--- config.mk ---
export PLATFORM = sky130hd
export DESIGN_NAME = fpadd_share_arbiter
export DESIGN_NICKNAME = d
export VERILOG_FILES = /design/src/rtl/fpadd_share_arbiter.sv
export SDC_FILE = /design/constraint.sdc
export NUM_CORES = 1
export LEC_CHECK = 0
export ABC_AREA = 1
export ABC_CLOCK_PERIOD_IN_PS = 7300
export CORE_AREA = 2 2 158 160
export CTS_CLUSTER_SIZE = 24
export DETAILED_ROUTE_END_ITERATION = 8
export DIE_AREA = 0 0 160 162
export PLACE_DENSITY_LB_ADDON = 0.25
export SLEW_MARGIN = 10
export SYNTH_ARGS = -nofsm -noshare
export SYNTH_HDL_FRONTEND = slang
export SYNTH_SLANG_ARGS = --single-unit
--- constraint.sdc ---
create_clock -name clk -period 7.3 [get_ports clk]
set_input_delay 0.73 -clock clk [delete_from_list [all_inputs] [get_ports clk]]
set_output_delay 0.73 -clock clk [all_outputs]
set_load 0.005 [all_outputs]
--- src/rtl/fpadd_share_arbiter.sv ---
// Round-robin arbiter/sequencer sharing one pipelined fpadd among N_REQ requesters.
// Optional define FPADD_ARB_NEG_ZERO_FIX_EN canonicalizes -0 operands to +0 before issue.
module fpadd_share_arbiter #(
    parameter int N_REQ = 4,
    parameter int W     = 32,
    parameter int LAT   = 2
) (
    input  logic               clk,
    input  logic               rst_n,
    input  logic               flush,
    input  logic [N_REQ-1:0]   req,
    input  logic [N_REQ*W-1:0] req_a,
    input  logic [N_REQ*W-1:0] req_b,
    input  logic [N_REQ-1:0]   req_op,
    output logic [N_REQ-1:0]   gnt,
    output logic [W-1:0]       adder_a,
    output logic [W-1:0]       adder_b,
    output logic               adder_op,
    input  logic [W-1:0]       adder_result,
    output logic [N_REQ-1:0]   done,
    output logic [W-1:0]       result,
    output logic [3:0]         inflight,
    output logic               busy
);

    localparam int PTR_W = $clog2(N_REQ);

    typedef struct packed {
        logic             valid;
        logic [PTR_W-1:0] id;
    } tag_t;

    logic [PTR_W-1:0] ptr_q;
    logic [PTR_W-1:0] cand;
    logic [PTR_W-1:0] gnt_idx;
    logic [PTR_W-1:0] ptr_next;
    logic             gnt_vld;
    logic             complete;
    logic [W-1:0]     sel_a;
    logic [W-1:0]     sel_b;
    tag_t             tag_q [LAT+1];

    function automatic logic [PTR_W-1:0] wrap_idx(input logic [PTR_W-1:0] base, input int off);
        int s;
        s = int'(base) + off;
        if (s >= N_REQ) s = s - N_REQ;
        return PTR_W'(s);
    endfunction

`ifdef FPADD_ARB_NEG_ZERO_FIX_EN
    function automatic logic [W-1:0] canon_zero(input logic [W-1:0] x);
        return (x[W-2:0] == '0) ? '0 : x;
    endfunction
`endif

    // Search starts at ptr and wraps; flush and reset both suppress any grant.
    always_comb begin
        // NOTE: every always_comb output gets a default first so no path can infer a latch.
        gnt_vld = 1'b0;
        gnt_idx = ptr_q;
        cand    = ptr_q;
        for (int i = 0; i < N_REQ; i++) begin
            cand = wrap_idx(ptr_q, i);
            if (!gnt_vld && req[cand] && rst_n && !flush) begin
                gnt_vld = 1'b1;
                gnt_idx = cand;
            end
        end
        gnt      = gnt_vld ? (N_REQ'(1) << gnt_idx) : '0;
        ptr_next = (gnt_idx == PTR_W'(N_REQ - 1)) ? '0 : gnt_idx + PTR_W'(1);
`ifdef FPADD_ARB_NEG_ZERO_FIX_EN
        sel_a = canon_zero(req_a[gnt_idx*W +: W]);
        sel_b = canon_zero(req_b[gnt_idx*W +: W]);
`else
        sel_a = req_a[gnt_idx*W +: W];
        sel_b = req_b[gnt_idx*W +: W];
`endif
    end

    assign complete = tag_q[LAT].valid;
    assign done     = (complete && !flush) ? (N_REQ'(1) << tag_q[LAT].id) : '0;
    assign result   = (|done) ? adder_result : '0;
    assign busy     = (inflight != 4'd0) | (|(req & {N_REQ{rst_n}}));

    always_ff @(posedge clk or negedge rst_n) begin
        if (!rst_n) begin
            ptr_q    <= '0;
            adder_a  <= '0;
            adder_b  <= '0;
            adder_op <= 1'b0;
            inflight <= 4'd0;
            // NOTE: the tag array is reset because stale valid bits would emit spurious done pulses.
            for (int s = 0; s <= LAT; s++) tag_q[s] <= '0;
        end else begin
            // NOTE: sequential state uses <= so every stage samples pre-edge values.
            if (gnt_vld) begin
                ptr_q    <= ptr_next;
                adder_a  <= sel_a;
                adder_b  <= sel_b;
                adder_op <= req_op[gnt_idx];
            end
            tag_q[0] <= '{valid: gnt_vld, id: gnt_idx};
            for (int s = 1; s <= LAT; s++) tag_q[s] <= tag_q[s-1];
            if (flush) begin
                for (int s = 0; s <= LAT; s++) tag_q[s].valid <= 1'b0;
                inflight <= 4'd0;
            end else if (gnt_vld && !complete) begin
                inflight <= inflight + 4'd1;
            end else if (!gnt_vld && complete) begin
                inflight <= inflight - 4'd1;
            end
        end
    end

endmodule

==> impl_metrics.yaml <==
outcome:
  status: "complete, no violations"
synthesis:
  synth_top_family_by_area: "simple AND/OR/NAND/NOR gates"
  netlist_top_cells_area: "nand2_1 40%, dfrtp_1 31%, nand3_1 11%, inv_1 3.2%, nor2_1 2.4%"
  synth_simple_gate_area_share_pct: 55.8
  seq_area_frac_synth_pct: 31.0
  yosysMostFrequentCell: "nand2_1"
  synth_cell_types: 28
  synth_adder_area_share_pct: 1.47
  synthXorXnorAreaFrac_pct: 0.271
  netlist_area_um2: 6460
  synth.avg_cell_area_um2: 5.76
  synth_warnings: 0
  async_flop_share_pct: 100
  synth_compound_area_share_pct: 1.01
  synth_top_cell_by_area: "nand2_1"
  synth-edff-count: 0
  syn_inst: 1121
  synth_ff_type: "dfrtp_1"
  synth-seq-cells: 80
  yosys.area.top_type_share_pct: 39.8
  synthTopCellsByCount: "685 x nand2_1, 141 x nand3_1, 80 x dfrtp_1"
  synth_mux_area_share_pct: 0
  synth_fp_nets: 1427
drt:
  drtIter0Drc: 544
  wl_per_cell_um: 14.8
  ant_nets: 0
  vias: 7971
  drt_pre_antenna_iters: 5
  postRouteWirelength_um: 26600
  drc_errors: 0
  via_per_inst: 4.43
floorplan:
  core_um2: 24100
  die_w_um: 160
  io_pins: 409
  rows: 57
  die_h_um: 162
  initial_core_util_pct: 26.8
  die-area_um2: 25900
worst_hold_path:
  hold_class: "flip-flop to flip-flop"
clock_tree:
  cts_made_buffers: 9
  cts_tree: "yes"
  insertion_delay_ps: 340
  clkSinkCount: 80
  clkTransAtPathRegs_ps: 60
  clock-root-buffer: "clkbuf_16"
  hold_buffers: 0
  post_cts_buffers: 0
  cts_buffer_depth: 2
  cts_resized: 0
  htree_num_levels: 3
final_layout:
  final_cell_count_no_fill: 1800
  stdcell_area_um2: 10900
  nNetsFinal: 1780
  syn_to_final_growth_pct: 68.3
  diodes: 0
  drive_gt1_share_pct: 2.98
  final_util_pct: 45.1
  nFillCells: 2525
critical_path:
  startpoint: "rst_n"
  ff2ff_setup_slack_ps: 3300
  crit_type: "primary input to primary output"
  worstPathRequired_ps: 6570
  arrival_ps: 4410
  timing.rr.end: "adder_a[22]"
  r2r_start: "ptr_q[0]"
  ff2ff_path_depth: 17
  cp_max_fo: 67
  setup.worst_path.end: "gnt[1]"
  crit_path_end_kind: "primary output"
  cp-start-kind: "primary input"
timing:
  final.setup.tns_ps: 0
  worst_pin_slew_ps: 1110
  post-route-period-util_pct: 70.4
  fin_skew_ps: 8.60
  fmax_mhz: 195
  whs_ps: 345
  rsz0062_at_grt: "false"
  setup_violations: 0
  drv_slew: 0
  slew_headroom_pct: 26.0
  fin_crit_ps: 5140
  setup_slack_ps: 2160
  hold_viol: 0
power_and_ir_drop:
  p_leak_nw: 5.62
  p_per_area_nw_per_um2: 367
  ir_drop_mv: 0.219
  power_mw: 3.99
global_route:
  grt_first_pass_wirelength_um: 41600
  antenna_found_initial: 0
  grt_max_degree: 75
  grt_pass1_vias: 7653
  grt_usage_pct: 20.1
  overflow: 0
place:
  place_inst: 1787
  hpwlAfterDp_um: 19400
  port_buffers: 408
  dpl_worst_slack_ps: 2160
  globalplace.congestion: 0.832
  place_area_um2: 10600
run:
  drv_cap: 0
-- report_power, final --
part | internal, mW | total [mW] | switching (mW)
combinational | 1.08 | 2.72 | 1.65
clock | 0.293 | 0.472 | 0.178
sequential | 0.662 | 0.793 | 0.131
-- worst max-delay path, stage by stage --
cell	delay (ps)
buf_4	440
inv_1	130
nor2_2	290
nand2_1	150
nor2_4	180
nand4_4	150
nand2_4	560
nand2_4	560
inv_1	250
ha_1	180
inv_1	40
nor2_1	100
clkdlybuf4s50_1	510
-- cell usage in the layout, fill, tap and decap left out --
master and count:
o21ai_0 6, a21oi_1 1, clkinv_2 1, fa_1 1
clkdlybuf4s50_1 407, inv_2 3, nand4_4 1, a21oi_2 1
nor2_4 2, buf_4 9, nand3_1 141, xor2_1 2
ha_1 6, nor2_1 41, nor4_1 2, nand2_4 4
nand3_2 3, a21oi_4 1, bufinv_16 2, clkinvlp_4 1
inv_4 1, nand2_1 684, nand2_2 3, nor3_1 4
o22ai_1 2, nor2_2 3, dfrtp_1 80, clkbuf_16 9
inv_1 55
-- layer usage --
layer | track usage [%] | part of all wire, % | vias up
met4 | 5.49 | 1.5 | 0
met1 | 25.0 | 43 | 3527
met5 | 0 | 0 | -
li1 | - | - | 4118
met2 | 34.3 | 48 | 304
met3 | 5.34 | 7.7 | 22
-- flip-flops by register name (all words and copies together), names as in the netlist --
signal and flops:
complete 1, tag_q 8, adder_b 32, inflight 4
adder_op 1, ptr_q 2, adder_a 32
-- cell type report --
type	instances	area (um2)	area share (%)
clock buffer	9	225	2.07
clock inverter	4	72.6	0.668
inverter	59	224	2.06
multi-input combinational	908	3800	35.0
sequential	80	2000	18.4
tap	324	405	3.73
timing repair buffer	416	4140	38.1
-- worst min path at each step --
stage	startpoint	endpoint	slack [ps]	cells past startpoint
6_report	tag_q[7]	tag_q[4]	350	0
5_1_grt	tag_q[7]	tag_q[4]	360	0
4_1_cts	tag_q[7]	tag_q[4]	350	0
3_5_place_dp	tag_q[7]	tag_q[4]	340	0
3_3_place_gp	tag_q[7]	tag_q[4]	330	0
2_1_floorplan	tag_q[3]	tag_q[0]	330	0
-- cells by family (layout without fill, tap and decap cells) --
kind of cell | after synthesis | in the layout
AO/OA/AOI/OAI | 11 | 11
XOR/XNOR | 2 | 2
adder cells (fa/ha/maj) | 7 | 7
buffers and inverters | 133 | 488
flip-flops | 80 | 80
AND/OR/NAND/NOR | 888 | 888
Power figures use the tool's default switching activity.
